### config.mk
export PLATFORM = sky130hd
export DESIGN_NAME = reaction_timer_fsm_flat
export DESIGN_NICKNAME = d
export VERILOG_FILES = /design/src/rtl/reaction_timer_fsm_if.sv /design/src/rtl/reaction_timer_fsm.sv /design/src/flat_wrapper.sv
export SDC_FILE = /design/constraint.sdc
export NUM_CORES = 1
export LEC_CHECK = 0
export CORE_UTILIZATION = 52
export CTS_BUF_LIST = sky130_fd_sc_hd__clkbuf_8 sky130_fd_sc_hd__clkbuf_16
export CTS_CLUSTER_SIZE = 12
export DETAILED_ROUTE_END_ITERATION = 10
export GPL_ROUTABILITY_DRIVEN = 0
export GPL_TIMING_DRIVEN = 0
export PLACE_DENSITY = 0.84
export REMOVE_ABC_BUFFERS = 1
export SYNTH_ARGS = -nofsm -noshare
export SYNTH_HDL_FRONTEND = slang
export SYNTH_SLANG_ARGS = --single-unit
### constraint.sdc
create_clock -name clk -period 3.5 [get_ports clk]
set_input_delay 0.525 -clock clk [delete_from_list [all_inputs] [get_ports clk]]
set_output_delay 0.525 -clock clk [all_outputs]
set_load 0.005 [all_outputs]
### src/rtl/reaction_timer_fsm_if.sv
// Reaction timer bundle: sequencer/key inputs and result outputs.
// Optional best-time signals exist only when BEST_TIME_EN is defined.
interface reaction_timer_fsm_if #(
    parameter int CNT_W = 14
);
    logic             arm;
    logic             lights_out;
    logic             tick_ms;
    logic             press;
    logic [CNT_W-1:0] rt_ms;
    logic             result_valid;
    logic             jump_start;
    logic             timed_out;
    logic             busy;
`ifdef BEST_TIME_EN
    logic [CNT_W-1:0] best_ms;
    logic             new_best;

    modport master (
        output arm, lights_out, tick_ms, press,
        input  rt_ms, result_valid, jump_start, timed_out, busy,
        input  best_ms, new_best
    );

    modport slave (
        input  arm, lights_out, tick_ms, press,
        output rt_ms, result_valid, jump_start, timed_out, busy,
        output best_ms, new_best
    );
`else
    modport master (
        output arm, lights_out, tick_ms, press,
        input  rt_ms, result_valid, jump_start, timed_out, busy
    );

    modport slave (
        input  arm, lights_out, tick_ms, press,
        output rt_ms, result_valid, jump_start, timed_out, busy
    );
`endif
endinterface

### src/rtl/reaction_timer_fsm.sv
// Measures ms from lights-out to key press, flags jump starts and timeouts.
// Optional best-time tracking is enabled by defining BEST_TIME_EN.
module reaction_timer_fsm #(
    parameter int CNT_W        = 14,
    parameter int MAX_MS       = 9999,
    parameter int MIN_VALID_MS = 100
) (
    input  logic clk,
    input  logic rst_n,
    reaction_timer_fsm_if.slave bus
);

    localparam logic [1:0] S_IDLE   = 2'd0;
    localparam logic [1:0] S_ARMED  = 2'd1;
    localparam logic [1:0] S_TIMING = 2'd2;
    localparam logic [1:0] S_DONE   = 2'd3;

    localparam logic [CNT_W-1:0] MAX_C = CNT_W'(MAX_MS);
    localparam logic [CNT_W-1:0] MIN_C = CNT_W'(MIN_VALID_MS);

    logic [1:0]       state_q, state_d;
    logic [CNT_W-1:0] cnt_q,   cnt_d;
    logic [CNT_W-1:0] rt_q,    rt_d;
    logic             valid_q, valid_d;
    logic             jump_q,  jump_d;
    logic             tout_q,  tout_d;
    logic             busy_q,  busy_d;
    logic             press_q;

    logic             press_rise;
    logic [CNT_W-1:0] tick_val;

`ifdef BEST_TIME_EN
    logic [CNT_W-1:0] best_q,  best_d;
    logic             nbest_q, nbest_d;
`endif

    assign press_rise = bus.press & ~press_q;

    // Counter value including a tick in this cycle, saturated
    assign tick_val = (cnt_q == MAX_C) ? cnt_q
                    : cnt_q + {{(CNT_W-1){1'b0}}, bus.tick_ms};

    always_comb begin
        state_d = state_q;
        cnt_d   = cnt_q;
        rt_d    = rt_q;
        valid_d = valid_q;
        jump_d  = jump_q;
        tout_d  = tout_q;
`ifdef BEST_TIME_EN
        best_d  = best_q;
        nbest_d = 1'b0;
`endif
        if (bus.arm) begin
            state_d = S_ARMED;
            cnt_d   = '0;
            valid_d = 1'b0;
            jump_d  = 1'b0;
            tout_d  = 1'b0;
        end else begin
            unique case (state_q)
                S_IDLE: begin
                end
                S_ARMED: begin
                    if (press_rise) begin
                        state_d = S_DONE;
                        rt_d    = '0;
                        jump_d  = 1'b1;
                        valid_d = 1'b1;
                    end else if (bus.lights_out) begin
                        state_d = S_TIMING;
                        cnt_d   = '0;
                    end
                end
                S_TIMING: begin
                    cnt_d = tick_val;
                    if (press_rise) begin
                        state_d = S_DONE;
                        rt_d    = tick_val;
                        jump_d  = (tick_val < MIN_C);
                        valid_d = 1'b1;
`ifdef BEST_TIME_EN
                        if (!(tick_val < MIN_C) && (tick_val < best_q)) begin
                            best_d  = tick_val;
                            nbest_d = 1'b1;
                        end
`endif
                    end else if (tick_val == MAX_C) begin
                        state_d = S_DONE;
                        rt_d    = MAX_C;
                        tout_d  = 1'b1;
                        valid_d = 1'b1;
                    end
                end
                S_DONE: begin
                end
                default: begin
                    state_d = S_IDLE;
                end
            endcase
        end
    end

    assign busy_d = (state_d == S_ARMED) | (state_d == S_TIMING);

    always_ff @(posedge clk or negedge rst_n) begin
        if (!rst_n) begin
            state_q <= S_IDLE;
            cnt_q   <= '0;
            rt_q    <= '0;
            valid_q <= 1'b0;
            jump_q  <= 1'b0;
            tout_q  <= 1'b0;
            busy_q  <= 1'b0;
            press_q <= 1'b0;
        end else begin
            state_q <= state_d;
            cnt_q   <= cnt_d;
            rt_q    <= rt_d;
            valid_q <= valid_d;
            jump_q  <= jump_d;
            tout_q  <= tout_d;
            busy_q  <= busy_d;
            press_q <= bus.press;
        end
    end

`ifdef BEST_TIME_EN
    // Best time survives arm; only reset clears it
    always_ff @(posedge clk or negedge rst_n) begin
        if (!rst_n) begin
            best_q  <= MAX_C;
            nbest_q <= 1'b0;
        end else begin
            best_q  <= best_d;
            nbest_q <= nbest_d;
        end
    end

    assign bus.best_ms  = best_q;
    assign bus.new_best = nbest_q;
`endif

    assign bus.rt_ms        = rt_q;
    assign bus.result_valid = valid_q;
    assign bus.jump_start   = jump_q;
    assign bus.timed_out    = tout_q;
    assign bus.busy         = busy_q;

endmodule

### src/flat_wrapper.sv
// flat-port wrapper written by rule: the top's interface ports become plain ports
module reaction_timer_fsm_flat 
#(
    parameter int CNT_W        = 14,
    parameter int MAX_MS       = 9999,
    parameter int MIN_VALID_MS = 100
)
  (clk, rst_n, bus_arm, bus_lights_out, bus_tick_ms, bus_press, bus_rt_ms, bus_result_valid, bus_jump_start, bus_timed_out, bus_busy);
  reaction_timer_fsm_if #(.CNT_W(CNT_W)) bus_i ();
  input  logic clk;
  input  logic rst_n;
  input wire logic [$bits(bus_i.arm)-1:0] bus_arm;
  input wire logic [$bits(bus_i.lights_out)-1:0] bus_lights_out;
  input wire logic [$bits(bus_i.tick_ms)-1:0] bus_tick_ms;
  input wire logic [$bits(bus_i.press)-1:0] bus_press;
  output wire logic [$bits(bus_i.rt_ms)-1:0] bus_rt_ms;
  output wire logic [$bits(bus_i.result_valid)-1:0] bus_result_valid;
  output wire logic [$bits(bus_i.jump_start)-1:0] bus_jump_start;
  output wire logic [$bits(bus_i.timed_out)-1:0] bus_timed_out;
  output wire logic [$bits(bus_i.busy)-1:0] bus_busy;
  assign bus_i.arm = bus_arm;
  assign bus_i.lights_out = bus_lights_out;
  assign bus_i.tick_ms = bus_tick_ms;
  assign bus_i.press = bus_press;
  assign bus_rt_ms = bus_i.rt_ms;
  assign bus_result_valid = bus_i.result_valid;
  assign bus_jump_start = bus_i.jump_start;
  assign bus_timed_out = bus_i.timed_out;
  assign bus_busy = bus_i.busy;
  reaction_timer_fsm #(.CNT_W(CNT_W), .MAX_MS(MAX_MS), .MIN_VALID_MS(MIN_VALID_MS)) u_core (.clk(clk), .rst_n(rst_n), .bus(bus_i));
endmodule
* Word-level counts from Yosys, hierarchy flattened
Index checks and enable logic that the tools add are counted.
** Storage, ports and cells
- Flip-flop bits (word level) :: 35
- Input port bits :: 6
- Output and inout port bits :: 18
- Logic and storage cells :: 63
** Operators by class
- Add/subtract/negate cells :: 1
- $lt $le $gt $ge :: 1
- Equality and inequality tests :: 14
- Mux-type cells :: 26
- Bitwise logic cells :: 4
- Reduce and logical (&&, ||, !) cells :: 9
** Operators by type and width (number)
- 14-bit two-way mux :: 7
- 14-bit case mux with 2 select lines :: 2
- 14-bit == test (second input constant) :: 2
- 14-bit by 1-bit adder with 14-bit output :: 1
- 14-bit by 7-bit less-than comparator with 1-bit output (second input constant) :: 1
- 3-bit AND reduction :: 4
- 2-bit two-way mux :: 5
- 1-bit two-way mux :: 9
- 3-bit by 2-bit != test with 1-bit output (second input constant) :: 2
- 3-bit != test (second input constant) :: 2
- 2-bit nonzero test :: 3
- 2-bit by 1-bit == test with 1-bit output (second input constant) :: 2
- 2-bit == test (second input constant) :: 2
- 4-bit by 2-bit != test with 1-bit output (second input constant) :: 1
- 1-bit case mux with 2 select lines :: 2
- 2-bit case mux with 2 select lines :: 1
- 4-bit AND reduction :: 1
- 3-bit by 1-bit != test with 1-bit output (second input constant) :: 1
- 3-bit nonzero test :: 1
- 2-bit by 1-bit != test with 1-bit output (second input constant) :: 1
- 2-bit != test (second input constant) :: 1
- 1-bit NOT :: 2
- 1-bit bitwise AND :: 1
- 1-bit OR :: 1

* Longest topological paths before layout
Gate-level depths: netlist (run 1).
- Depth after elaboration :: 9
- Gate-level depth with buffers :: 11
- Depth with buffers taken out :: 9

* Worst setup path before layout (run 1)
Ideal clock, no wire load.
- Kind :: input to register
- From :: in bus_tick_ms
- To :: reg u_core.rt_q[8] (netlist: u_core.bus.rt_ms[8])
- Library setup time :: 0.124 ns
- Arrival time :: 2.723 ns
- Data required time :: 3.376 ns
- Setup slack :: 0.653 ns
- Stages :: 11
- Buffers on the path :: 2
- Path through :: ha_1 ha_1 clkbuf_1 nand3_1 nor2_1 xnor2_1 a31oi_1 nor4_4 o221ai_2 buf_6 a211o_1
** Between the ends
- Cells in the longest elaborated chain, start to end :: 5
- Elaborated cells between the ends (all ways) :: 7
- Those cells by class :: add/sub: 1; eq/ne: 2; mux: 3; reduce/logical: 1
** RTL lines
- start, declared :: RTL line flat_wrapper.sv:14 : input wire logic [$bits(bus_i.tick_ms)-1:0] bus_tick_ms;
- 14-bit by 1-bit adder with 14-bit output * :: RTL line reaction_timer_fsm.sv:42 : : cnt_q + {{(CNT_W-1){1'b0}}, bus.tick_ms};
- 14-bit two-way mux * :: RTL line reaction_timer_fsm.sv:41 : assign tick_val = (cnt_q == MAX_C) ? cnt_q
- 14-bit == test :: RTL line reaction_timer_fsm.sv:89 : end else if (tick_val == MAX_C) begin
- 3-bit by 1-bit != test with 1-bit output (no line)
- 4-bit AND reduction (no line)
- end signal, assigned :: RTL line reaction_timer_fsm.sv:120 : rt_q <= rt_d;
- end, declared :: RTL line reaction_timer_fsm.sv:23 : logic [CNT_W-1:0] rt_q, rt_d;
Every way passes the cells marked *; elsewhere a longest branch is shown, timed or not.
A chain may end at the register's enable or synchronous reset.

* Final worst setup path (run 1)
- From :: in bus_tick_ms
- To :: reg u_core.rt_q[9] (netlist: u_core.bus.rt_ms[9])
Same word-level chain as after synthesis.

==> results of run 1 <==
-- area by class of cell --
cell class,instances,area share [%]
Clock inverter,3,1.06
Multi-Input combinational cell,158,45.8
Sequential cell,35,37.0
Clock buffer,5,2.91
Timing Repair Buffer,23,9.52
Tap cell,48,2.54
Inverter,7,1.11
-- worst min-delay path by stage --
| stage | slack, ns | to | cells past startpoint |
|---|---|---|---|
| floorplan | 0.23 | u_core.bus.busy | 0 |
| global placement | 0.48 | u_core.bus.rt_ms[11] | 1 |
| detailed placement | 0.47 | u_core.bus.rt_ms[0] | 1 |
| CTS | 0.31 | u_core.cnt_q[6] | 1 |
| global route | 0.37 | u_core.cnt_q[4] | 1 |
| finish | 0.29 | u_core.cnt_q[6] | 1 |
-- layout by cell type (no fill, tap or decap), drive strengths merged, types with 3 or more instances in the layout --
cell,netlist,routed
clkbuf,8,5
o31ai,4,4
and3,3,3
nor3,4,4
clkdlybuf4s50,0,22
ha,5,5
xnor2,10,10
a211o,5,5
xor2,3,3
nor2,26,26
a21oi,8,8
nor4,4,4
nand2b,6,6
o21ai,18,18
dfrtp,35,35
or3,3,3
nand3,7,7
nand4,3,3
a211oi,3,3
o2bb2ai,9,9
inv,7,7
nand2,17,17
-- cells by family after synthesis --
logic type / count (synthesis) / share of synthesized area, %
compound gates: 58 / 20.0
buf+inv: 19 / 4.48
xor+xnor: 13 / 5.59
fa+ha+maj: 5 / 3.07
mux: 1 / 0.491
simple gates: 81 / 23.4
flops: 35 / 43.0
-- where the power goes --
group	internal (W)	switching (W)
registers	0.000430	0.0000180
clock network	0.000142	0.000163
logic	0.0000976	0.000160
total	0.000670	0.000341
-- metal layers --
metal | vias up | track usage (%)
met1 | 785 | 34.4
met4 | 0 | 7.50
met5 | - | 0
li1 | 808 | -
met3 | 7 | 5.28
met2 | 45 | 34.5
-- metrics by stage --
stage / instances / hold WS [ns]
after floorplan: 200 / 0.229
after global placement: 271 / 0.476
after detailed placement: 271 / 0.472
after CTS: 279 / 0.310
after global routing: 279 / 0.365
final: 279 / 0.286
-- flip-flops by register name, indices dropped and copies added, names as in the netlist --
| register | flops |
|---|---|
| u_core.press_q | 1 |
| u_core.bus.result_valid | 1 |
| u_core.state_q | 2 |
| u_core.bus.jump_start | 1 |
| u_core.bus.timed_out | 1 |
| u_core.bus.rt_ms | 14 |
| u_core.cnt_q | 14 |
| u_core.bus.busy | 1 |
==> results.md, run 1 <==
- Initial antenna violation count: 0
- Share of post-route cells with drive strength above 1: 8.23%
- Setup crit start: bus_tick_ms
- Die area: 4170 um2
- Sequential area share after synthesis: 43.0%
- Die height: 64.6 um
- Metal-1 WL: 2150 um
- Synth warn: 0
- Detailed Route Iter0 Violations: 167
- CP Depth: 9
- # IOs: 24
- Power per cell area: 427 nW/um2
- Via count: 1645
- RSZ-0062 raised after global routing: no
- Area of the mapped netlist: 2040 um2
- Die width: 64.6 um
- Max-slew violation count: 0
- Number of setup buffers added after CTS: 0
- Multi-input gate area: 1080 um2
- Type of origin of the critical path: input port
- H-tree levels: 2
- CTS tree: done
- Clock sink count: 35
- Worst skew pair latency: 0.30 ns
- Cells after Synth: 212
- Synth async-reset ratio: 100%
- Slew HR: 23.6%
- Reg2reg start: u_core.cnt_q[4]
- Yosys cell types: 46
- Synth top cells by count: dfrtp_1, nor2_1, nand2_1, o21ai_1, xnor2_1
- Register bit total from synthesis: 35
- Post-synth top area share: 43.0%
- Max VDD drop: 407 uV
- Grt ovf: 0
- Initial cell density of the core: 54.8%
- Final wirelength: 4380 um
- Final HPWL DP: 3070 um
- Final setup viols: 0
- Hold Crit Class: in2async
- Rows: 22
- Max-cap violations: 0
- Worst Path Max Fanout: 14
- Post-route cell area: 2360 um2
- Worst R2R End: u_core.bus.rt_ms[9]
- Leak: 0.949 nW
- Post-synth EDFFs: 0
- CTS buffer count: 5
- Crit path capture: u_core.bus.rt_ms[9]
- Total Power: 0.00101 W
- Hold_buf cts: 0
- Core ar.: 3720 um2
- CP Cell Sequence: clkdlybuf4s50_1, ha_1, nand4_2, nor4_1, xnor2_1, or3_4, nor4_4, o221ai_4, a211o_1
- Metal3 WL: 186 um
- Met2 WL: 1980 um
- Pre-Repair DR Iteration Count: 4
- Diode count: 0
- Buf/Inv on CP: 1
- Avg WL per Cell: 15.7 um
- Fin crit period: 3.28 ns
- Via-to-Cell Ratio: 5.90
- Top cells by area, synth: dfrtp_1, nor2_1, xnor2_1
- CTS Buffer Depth: 2
- Post-layout nets: 241
- Clock Tree Root: clkbuf_8
- IO buf count: 23
- CTS resizes: 0
- WS Path Type: in2reg
- R2r setup slk: 0.41 ns
- Max Clock Freq: 305 MHz
- Placed Area: 2260 um2
- Worst-path clk slew: 0.08 ns
- Post-route clock skew: 0.0104 ns
- Setup_tns: 0 ns
- Top Layer Used: met4
- Period utilization: 93.6%
- CP arrival: 3.46 ns
- Post-DRT Antenna Nets: 0
- Area grow syn2layout: 16.1%
- Syn avg cell area: 9.61 um2
- Ys flop type: dfrtp_1
- Fin util: 63.6%
- Largest net degree at the start of global routing: 36
- DRC: 0
- Leading area contributor after synthesis: dfrtp_1
- Worst path top cell family by delay: simple AND/OR/NAND/NOR gates
- Depth of the most critical reg-to-reg path: 7
- First-pass GRT wire length: 7330 um
- CP peak stage delay: 0.47 ns
- Fillcell total: 315
- Worst Setup End Kind: flop
- Crit path max-delay cell type: clkdlybuf4s50_1
- Final hold viol count: 0
- Total Routing Usage GR: 23.5%
- Actual slew at the worst max-slew pin: 1.15 ns
- Worst Path Required: 3.69 ns
- Most frequent cell after synthesis: dfrtp_1
- Total area of sequential cells: 876 um2
- Vias in the first global route: 1475
- Final WS setup: 0.225 ns
- Pre-CTS setup slack: -0.205 ns
- Status: finished, final reports clean
Power figures use the tool's default switching activity.
==> run 2: changes to the inputs <==
--- a/config.mk
+++ b/config.mk
@@ -5,6 +5,7 @@
 export SDC_FILE = /design/constraint.sdc
 export NUM_CORES = 1
 export LEC_CHECK = 0
+export CORE_MARGIN = 2
 export CORE_UTILIZATION = 52
 export CTS_BUF_LIST = sky130_fd_sc_hd__clkbuf_8 sky130_fd_sc_hd__clkbuf_16
 export CTS_CLUSTER_SIZE = 12
==> results.md, run 2 (same netlist as run 1, synthesis figures left out) <==
- Number of setup buffers added after CTS: 0 (unchanged)
- Commonest cells after routing, fill and taps aside: dfrtp_1, nor2_1, clkdlybuf4s50_1
- DRC: 0 (unchanged)
- H-tree levels: 2 (unchanged)
- Vias in the first global route: 1640 (+11%)
- Post-DRT Antenna Nets: 0 (unchanged)
- Worst-path clk slew: 0.08 ns (about the same)
- Avg WL per Cell: 15.9 um (+1.2%)
- Hold_buf cts: 0 (unchanged)
- Die width: 66.6 um (+3.1%)
- CTS buffer count: 5 (unchanged)
- Final HPWL DP: 3100 um (+0.75%)
- CP arrival: 3.48 ns (+0.02 ns)
- Largest net degree at the start of global routing: 36 (unchanged)
- WS Path Type: in2reg
- Hold Crit Class: in2async
- Final wirelength: 4440 um (+1.2%)
- Area grow syn2layout: 15.7%
- CP peak stage delay: 0.48 ns (about the same)
- Max Clock Freq: 303 MHz (-0.82%)
- Post-layout nets: 241 (unchanged)
- Initial antenna violation count: 0 (unchanged)
- Worst path top cell family by delay: simple AND/OR/NAND/NOR gates
- Die area: 4430 um2 (+6.3%)
- First-pass GRT wire length: 7760 um (+5.8%)
- Share of post-route cells with drive strength above 1: 7.79% (-0.43 points)
- Type of origin of the critical path: input port
- Via count: 1640 (-0.30%)
- Core ar.: 3720 um2 (unchanged)
- Crit path max-delay cell type: clkdlybuf4s50_1
- Pre-Repair DR Iteration Count: 4 (unchanged)
- Setup_tns: 0 ns (unchanged)
- Via-to-Cell Ratio: 5.88 (-0.30%)
- Initial cell density of the core: 54.8% (unchanged)
- # IOs: 24 (unchanged)
- Post-route cell area: 2360 um2 (-0.32%)
- RSZ-0062 raised after global routing: no
- Worst Path Required: 3.68 ns (about the same)
- Rows: 22 (unchanged)
- Leak: 0.945 nW (-0.43%)
- Detailed Route Iter0 Violations: 126 (-25%)
- Total Power: 0.000997 W (-1.3%)
- Depth of the most critical reg-to-reg path: 7 (unchanged)
- Worst Setup End Kind: flop
- Worst R2R End: u_core.bus.rt_ms[13]
- Crit path top cell by count: ha_1
- Max VDD drop: 387 uV (-5.0%)
- Final setup viols: 0 (unchanged)
- CTS tree: done
- Status: finished, final reports clean
- Most common cell after layout, fill and taps aside: dfrtp_1
- Post-route clock skew: 0.00535 ns (-0.00505 ns)
- Reg2reg start: u_core.cnt_q[4]
- Total Routing Usage GR: 23.5% (about the same)
- Clock sink count: 35 (unchanged)
- R2r setup slk: 0.36 ns (-0.05 ns)
- Slew HR: 25.5% (+2.0 points)
- Diode count: 0 (unchanged)
- Worst skew pair latency: 0.29 ns (about the same)
- Buf/Inv on CP: 1 (unchanged)
- Worst Path Max Fanout: 14 (unchanged)
- IO buf count: 23 (unchanged)
- CTS Buffer Depth: 2 (unchanged)
- Power per cell area: 423 nW/um2 (-1.0%)
- Max-cap violations: 0 (unchanged)
- Die height: 66.6 um (+3.1%)
- Clock Tree Root: clkbuf_8
- Period utilization: 94.4% (+0.77 points)
- Final hold viol count: 0 (unchanged)
- Fin crit period: 3.30 ns (+0.0271 ns)
- Max-slew violation count: 0 (unchanged)
- Grt ovf: 0 (unchanged)
- Actual slew at the worst max-slew pin: 1.12 ns (-0.0295 ns)
- CP Cell Sequence: clkdlybuf4s50_1, ha_1, ha_1, nand3_1, nor2_1, xnor2_1, a31oi_1, nor4_4, o221ai_4, a211o_1
- Placed Area: 2260 um2 (unchanged)
run 2: cell types whose count changed in the layout (fill, tap and decap cells not counted), sizes merged:
cell,previous run,this run
clkinv,2,1
clkinvlp,1,2
run 2: routing by layer:
metal  up-vias  track usage [%]  share of wire [%]
li1        800                -                  -
met1       799             33.4                 47
met2        35             34.4                 47
met3         6             4.56                4.2
met4         0             11.0                1.4
met5         -                0                  0
run 2: per-stage QoR:
step           hold slack, ns  util, %  setup WS [ns]  cells
2_1_floorplan           0.229        -          0.674    200
3_3_place_gp            0.475     60.9         -0.101    271
3_5_place_dp            0.477     60.7         -0.132    271
4_1_cts                 0.331     63.1          0.164    279
5_1_grt                 0.379     63.4        0.00573    279
6_report                0.299     63.4          0.197    279
run 2: power by group:
part | switching, W | internal [W] | leakage, nW
Sequential | 0.0000172 | 0.000430 | 0.479
Clock | 0.000153 | 0.000138 | 0.0402
Combinational | 0.000161 | 0.0000976 | 0.426
Total | 0.000331 | 0.000666 | 0.945
run 2: worst max path at each step:
stage	from	to	slack, ns	cells past startpoint
floorplan	bus_tick_ms	u_core.bus.rt_ms[3]	0.67	8
global placement	bus_tick_ms	u_core.bus.rt_ms[8]	-0.10	10
detailed placement	bus_tick_ms	u_core.bus.rt_ms[0]	-0.13	10
CTS	bus_tick_ms	u_core.bus.rt_ms[0]	0.16	10
global route	bus_tick_ms	u_core.bus.rt_ms[3]	0.006	10
finish	bus_tick_ms	u_core.bus.rt_ms[13]	0.20	10
run 2: repair_timing:
item,4_1_cts,5_1_grt
endpoints found under the setup margin,0,14
endpoints found under the hold margin,0,0
gates resized for setup,0,1
run 2: layout make-up:
class | count | area [um2]
inverters | 7 | 26.3
fillers | 303 | 1360
repair buffers | 23 | 225
well taps | 48 | 60.1
multi-input cells | 158 | 1080
flip-flops and latches | 35 | 876
clock inverters | 3 | 20.0
clock buffers | 5 | 68.8
run 2: worst reg2reg max path, delay by kind of cell, from the launching register on:
| kind | cells | cell delay (ns) |
|---|---|---|
| DFF | 1 | 0.51 |
| and+or+nand+nor | 4 | 1.72 |
| AOI/OAI and AO/OA | 3 | 0.78 |
